--- src/rtl/hs32_mem_arb.sv ---
// Memory bus arbiter for hs32: the fetch and execute units share one memory bus.
// Each request is registered and only one transaction runs at a time. Execute has
// priority, but fetch is guaranteed a grant after a bounded run of exec grants.
module hs32_mem_arb #(
    parameter int unsigned STARVE  = 4,
    parameter int unsigned TIMEOUT = 0
) (
    input  logic        clk,
    input  logic        reset,
    input  logic        f_req,
    input  logic [31:0] f_addr,
    output logic        f_rdy,
    output logic [31:0] f_dtr,
    input  logic        x_req,
    input  logic [31:0] x_addr,
    input  logic        x_rw,
    input  logic [31:0] x_dtw,
    output logic        x_rdy,
    output logic [31:0] x_dtr,
    output logic        m_stb,
    output logic [31:0] m_addr,
    output logic        m_rw,
    output logic [31:0] m_dtw,
    input  logic        m_ack,
    input  logic [31:0] m_dtr,
    output logic        own,
    output logic        bus_err,
    output logic [1:0]  fsm_state,
    output logic [3:0]  starve_cnt
);

    // Handshake: a requester raises req with its address/data stable and keeps it
    // up until it sees its one-cycle rdy pulse. It drops req on the edge that
    // samples rdy. A req still high in the following IDLE cycle is a new request.

    typedef enum logic [1:0] {
        ST_IDLE = 2'd0,
        ST_BUSY = 2'd1,
        ST_DONE = 2'd2
    } state_t;

    localparam logic [3:0] STARVE_LIM = 4'(STARVE);
    localparam bit         TMO_EN     = (TIMEOUT != 0);
    localparam logic [7:0] TMO_LAST   = TMO_EN ? 8'(TIMEOUT - 1) : 8'd0;

    state_t      state;
    state_t      state_nx;
    logic [7:0]  tmo_cnt;
    logic [7:0]  tmo_nx;
    logic [3:0]  starve_q;
    logic [3:0]  starve_nx;

    logic        any_req;
    logic        grant_x;
    logic        ack_hit;
    logic        tmo_hit;
    logic [31:0] rd_data;

    logic        stb_nx;
    logic [31:0] addr_nx;
    logic        rw_nx;
    logic [31:0] dtw_nx;
    logic        own_nx;
    logic        f_rdy_nx;
    logic        x_rdy_nx;
    logic        err_nx;
    logic [31:0] f_dtr_nx;
    logic [31:0] x_dtr_nx;

    assign any_req = f_req | x_req;
    // Exec wins a tie unless fetch has already waited out STARVE exec grants.
    assign grant_x = x_req & ~(f_req & (starve_q == STARVE_LIM));
    assign ack_hit = (state == ST_BUSY) & m_ack;
    // An ack in the last allowed cycle takes precedence over the timeout.
    assign tmo_hit = TMO_EN & (state == ST_BUSY) & ~m_ack & (tmo_cnt == TMO_LAST);
    assign rd_data = ack_hit ? m_dtr : 32'h0;

    always_ff @(posedge clk or negedge reset) begin
        if (!reset) begin
            state <= ST_IDLE;
        end else begin
            state <= state_nx;
        end
    end

    always_comb begin
        state_nx = state;
        case (state)
            ST_IDLE: if (any_req) state_nx = ST_BUSY;
            ST_BUSY: if (ack_hit || tmo_hit) state_nx = ST_DONE;
            ST_DONE: state_nx = ST_IDLE;
            default: state_nx = ST_IDLE;
        endcase
    end

    always_comb begin
        stb_nx    = m_stb;
        addr_nx   = m_addr;
        rw_nx     = m_rw;
        dtw_nx    = m_dtw;
        own_nx    = own;
        f_rdy_nx  = 1'b0;
        x_rdy_nx  = 1'b0;
        err_nx    = 1'b0;
        f_dtr_nx  = f_dtr;
        x_dtr_nx  = x_dtr;
        tmo_nx    = tmo_cnt;
        starve_nx = starve_q;
        case (state)
            ST_IDLE: begin
                if (any_req) begin
                    stb_nx = 1'b1;
                    own_nx = grant_x;
                    tmo_nx = 8'd0;
                    if (grant_x) begin
                        addr_nx = x_addr;
                        rw_nx   = x_rw;
                        dtw_nx  = x_rw ? x_dtw : 32'h0;
                        if (!f_req) begin
                            starve_nx = 4'd0;
                        end else if (starve_q != STARVE_LIM) begin
                            starve_nx = starve_q + 4'd1;
                        end
                    end else begin
                        addr_nx   = f_addr;
                        rw_nx     = 1'b0;
                        dtw_nx    = 32'h0;
                        starve_nx = 4'd0;
                    end
                end
            end
            ST_BUSY: begin
                if (ack_hit || tmo_hit) begin
                    stb_nx = 1'b0;
                    err_nx = tmo_hit;
                    // Writes leave the owner's read-data register untouched.
                    if (!m_rw) begin
                        if (own) x_dtr_nx = rd_data;
                        else     f_dtr_nx = rd_data;
                    end
                    if (own) x_rdy_nx = 1'b1;
                    else     f_rdy_nx = 1'b1;
                end else if (TMO_EN) begin
                    tmo_nx = tmo_cnt + 8'd1;
                end
            end
            default: begin
            end
        endcase
    end

    // Every output is a flop; reset drops m_stb immediately, aborting any transfer.
    always_ff @(posedge clk or negedge reset) begin
        if (!reset) begin
            m_stb    <= 1'b0;
            m_addr   <= 32'h0;
            m_rw     <= 1'b0;
            m_dtw    <= 32'h0;
            own      <= 1'b0;
            f_rdy    <= 1'b0;
            x_rdy    <= 1'b0;
            bus_err  <= 1'b0;
            f_dtr    <= 32'h0;
            x_dtr    <= 32'h0;
            tmo_cnt  <= 8'd0;
            starve_q <= 4'd0;
        end else begin
            m_stb    <= stb_nx;
            m_addr   <= addr_nx;
            m_rw     <= rw_nx;
            m_dtw    <= dtw_nx;
            own      <= own_nx;
            f_rdy    <= f_rdy_nx;
            x_rdy    <= x_rdy_nx;
            bus_err  <= err_nx;
            f_dtr    <= f_dtr_nx;
            x_dtr    <= x_dtr_nx;
            tmo_cnt  <= tmo_nx;
            starve_q <= starve_nx;
        end
    end

    assign fsm_state  = state;
    assign starve_cnt = starve_q;

endmodule

--- config.mk ---
export PLATFORM = sky130hd
export DESIGN_NAME = hs32_mem_arb
export DESIGN_NICKNAME = d
export VERILOG_FILES = /design/src/rtl/hs32_mem_arb.sv
export SDC_FILE = /design/constraint.sdc
export NUM_CORES = 1
export LEC_CHECK = 0
export BUFFER_PORTS_ARGS = -buffer_cell sky130_fd_sc_hd__buf_2
export CORE_ASPECT_RATIO = 1.75
export CORE_MARGIN = 2
export CORE_UTILIZATION = 51
export DETAILED_ROUTE_END_ITERATION = 8
export PLACE_DENSITY = 0.83
export SLEW_MARGIN = 0
export SYNTH_ARGS = -nofsm -noshare
export SYNTH_HDL_FRONTEND = slang
export SYNTH_SLANG_ARGS = --single-unit
--- constraint.sdc ---
create_clock -name clk -period 3.1 [get_ports clk]
set_input_delay 0.31 -clock clk [delete_from_list [all_inputs] [get_ports clk]]
set_output_delay 0.31 -clock clk [all_outputs]
set_load 0.02 [all_outputs]
# [After elaboration in Yosys (flattened, before gate mapping)]
# Index checks and enable logic that the tools add are counted.
[totals] regBits=139 output_inout_bits=140 elab_cells=52
[op_classes] addsub=1 n_eq_ne=6 muxes=19 bitwise_logic=7 n_reduce_logical=8
[op_table] op="32-bit 2-to-1 mux" n=3
[op_table] op="4-bit 2-to-1 mux" n=3
[op_table] op="1-bit 2-to-1 mux" n=9
[op_table] op="4-bit AND reduction" n=2
[op_table] op="3-bit AND reduction" n=2
[op_table] op="4-bit by 1-bit adder with 4-bit output (second input constant)" n=1
[op_table] op="4-bit by 3-bit equality test with 1-bit output (second input constant)" n=1
[op_table] op="2-bit 2-to-1 mux" n=2
[op_table] op="2-bit inequality test (second input constant)" n=2
[op_table] op="4-bit by 3-bit inequality test with 1-bit output (second input constant)" n=1
[op_table] op="2-bit case mux with 2 select lines" n=1
[op_table] op="2-bit AND reduction" n=2
[op_table] op="1-bit bitwise AND" n=3
[op_table] op="3-bit by 2-bit inequality test with 1-bit output (second input constant)" n=1
[op_table] op="1-bit inverter" n=3
[op_table] op="2-bit by 1-bit equality test with 1-bit output (second input constant)" n=1
[op_table] op="2-bit logical NOT" n=1
[op_table] op="1-bit case mux with 2 select lines" n=1
[op_table] op="2-bit nonzero test" n=1
[op_table] op="1-bit OR" n=1

# [Longest topological paths before layout]
[depth] ltp_word=6 mapped_depth=7 depth_no_buf=5

# [Worst setup path before layout]
# Ideal clock, no wire load.
[synth_path] path_kind="flip-flop to flip-flop" from="register starve_q[0] (netlist: starve_cnt[0])" to="register m_dtw[22]" setup_ns=0.121 arrival_ns=1.591 required_time_ns=2.979 setup_slack_ns=1.388 path_stages_with_launch=8 path_buffers=2 cell_sequence="dfrtp_1 -> inv_1 -> ha_1 -> nand4b_2 -> and4_1 -> buf_2 -> buf_2 -> a22o_1"
[synth_via] elab_chain_cells=5
[synth_lines] element="start: declaration" line="50" rtl="logic [3:0] starve_q;"
[synth_lines] element="start signal: assignment" line="179" rtl="starve_q <= starve_nx;"
[synth_lines] element="4-bit by 3-bit equality test with 1-bit output" line="72" rtl="assign grant_x = x_req & ~(f_req & (starve_q == STARVE_LIM));"
[synth_lines] element="1-bit bitwise AND" line="72"
[synth_lines] element="1-bit inverter" line="72"
[synth_lines] element="1-bit bitwise AND" line="72"
[synth_lines] element="32-bit 2-to-1 mux" line="115" rtl="if (grant_x) begin"
[synth_lines] element="end signal: assignment" line="171" rtl="m_dtw <= dtw_nx;"
[synth_lines] element="end: declaration" line="23" rtl="output logic [31:0] m_dtw,"
# No other way between the ends.
# A chain may end at the register's enable or synchronous reset.

# [Worst setup path after layout]
[layout_path] from="register starve_q[0] (netlist: starve_cnt[0])" to="register m_dtw[13]"
# The elaborated chain is that of the path after synthesis.

==> run metrics <==
Avg WL per Cell 17.8 µm; Tcrit/Tclk final 0.720; hold slack final 0.105 ns; hold buffers post-CTS 1; Fin. Hold Viols 0; setup TNS 0 ns; CP Class flip-flop to flip-flop; Leak 4.04 nW; first-pass detailed-route iteration total 4; Seq/Total Area, Yosys 0.585; fin area 7920 µm²; die area between 10000 and 15000 µm²; status complete, no violations; Routed WL 15.1 mm; worst setup path start starve_cnt[0]; post-CTS sizing 0; TritonCTS sink count approximately 140; EDFF count, synth 0; largest net degree at the start of global routing 74; Synth Instances 440; RSZ-0062 raised after global routing false; Power Density 1150 nW/µm²; total track usage 0.243; peak supply drop between 0.0008 and 0.0009 V; crit path to m_dtw[13]; Final min period 2.23 ns; max frequency around 0.45 GHz; type of destination of the critical path flip-flop; row cnt 52; Final WS setup 0.868 ns; Layout Cells excl Fill 848; Critical Path AT 2.57 ns; later-pin clock latency in the skew report 0.41 ns; total gr overflow 0; area grow syn2layout 33.3%; max capacitance violation total 0; Initial Util 0.519; first-pass GRT wire length 24.2 mm; post-synth top area cell dfrtp_1; die width about 86 µm; flop2flop setup slack ~0.87 ns; CTS Buffer Depth 2; fin util 0.692; Setup-failing EPs final 0; drt first-iter violations 153; DR vias/cell 5.62; CTS clk-pin slew, worst paths ~0.060 ns; Core Area 11500 µm²; max_slew headroom 0.218; Worst Hold Class primary input to flip-flop; # IOs approximately 270; synthesized area approximately 5900 µm²; dpl ws 0.858 ns; CP max FO 33; Synth warnings 0; Power, Total 9.08 mW; Clk Tree Root Cell clkbuf_16; ANT nets after route 0; H-tree depth 4; Port Buffer Count 272; post-DP HPWL 11.1 mm; syn nets about 580; synth top area cells dfrtp_1, mux2_1, o221ai_2; Synth Flop Type dfrtp_1; Slew @ Worst Pin 1.17 ns; Die Ht 147 µm; Setup Fix Bufs, Post-CTS 0; Synth top cells by count dfrtp_1, mux2_1, inv_1, nand3_1; Yosys cell types 34; Fin Clk Skew 0.0121 ns; syn_area_per_cell 13.5 µm²; layout cells sized above 1 0.492; ys async rst share 1.00; R2R cell count 5; Critical Path RT 3.44 ns; nets 835; initial antenna violation count 1; TritonCTS clock tree yes; fin. max-slew vios 0; worst r2r dst m_dtw[13]; count leader, synth dfrtp_1; post-synth top area share 0.585; Startpoint Class flip-flop; Yosys reg bits 139; RePlAce Congestion between 0.8 and 0.9; post-route DRC violation count 0; total CTS buffers 17; worst r2r src starve_cnt[0]; vias in the first global route 4945; vias 4768; Inst Count DP 814; DP Area between 7000 and 8000 µm²
==> worst max-delay path, cell delays in order (launching register included) <==
cell and delay (ns):
dfrtp_1 0.38, inv_1 0.08, ha_1 0.21, nand4b_2 0.19
and4_1 1.02, a22o_1 0.26
==> cell usage in the layout (no fill, tap or decap), types with 2 or more instances in the layout <==
cell type     n
nand3_1      34
buf_4         7
inv_8         4
clkbuf_16    17
a21o_1        2
a22o_1       32
nor3_1        2
ha_1          2
mux2_1       64
clkinv_8      2
mux2i_1       2
and2_2        2
nand4_1      32
dfrtp_1     139
inv_1        34
buf_2       271
clkinvlp_4    3
o2bb2ai_1     2
o221ai_1      2
inv_6         4
o221ai_2     30
nand2_1       3
==> layer usage <==
| metal | track usage | vias up | wire, µm |
|---|---|---|---|
| li1 | - | 2151 | - |
| met1 | 0.277 | 2340 | 5580 |
| met2 | 0.421 | 230 | 7960 |
| met3 | 0.0590 | 47 | 944 |
| met4 | 0.114 | 0 | 578 |
| met5 | 0 | - | 0 |
==> worst min-delay path by stage <==
stage	depth (start not counted)	start	endpoint
floorplan	0	reset	f_dtr[0]
global placement	1	reset	x_dtr[11]
detailed placement	1	reset	f_dtr[11]
CTS	2	m_ack	fsm_state[0]
global route	2	x_dtw[6]	m_dtw[6]
finish	2	m_ack	fsm_state[0]
==> sequential cells by signal (all words and copies together) (netlist names) <==
register	count
f_dtr	32
f_rdy	1
fsm_state	2
m_addr	32
m_dtw	32
m_rw	1
m_stb	1
own	1
starve_cnt	4
x_dtr	32
x_rdy	1
==> cell families after synthesis <==
kind of cell,Yosys count,share of synthesized area
flip-flops,139,0.585
AND/OR/NAND/NOR,84,0.0838
buffers and inverters,76,0.0657
AO/OA/AOI/OAI,72,0.136
multiplexers,66,0.125
adder cells (fa/ha/maj),2,0.00421
other,1,0.000631
==> where the power goes <==
| group | internal (mW) | switching (mW) | total [mW] |
|---|---|---|---|
| combinational | 1.49 | 2.42 | 3.91 |
| clock | 1.15 | 0.851 | 2.00 |
| sequential | 2.67 | 0.495 | 3.17 |
==> final cells by class <==
| type | instances | area [µm²] |
|---|---|---|
| clock inverter | 15 | 174 |
| multi-input combinational | 225 | 2090 |
| inverter | 35 | 131 |
| clock buffer | 17 | 425 |
| tap | 135 | 169 |
| timing repair buffer | 281 | 1450 |
| sequential | 139 | 3480 |
| antenna | 1 | 2.50 |
| fill | 848 | 3530 |
Power figures use the tool's default switching activity.
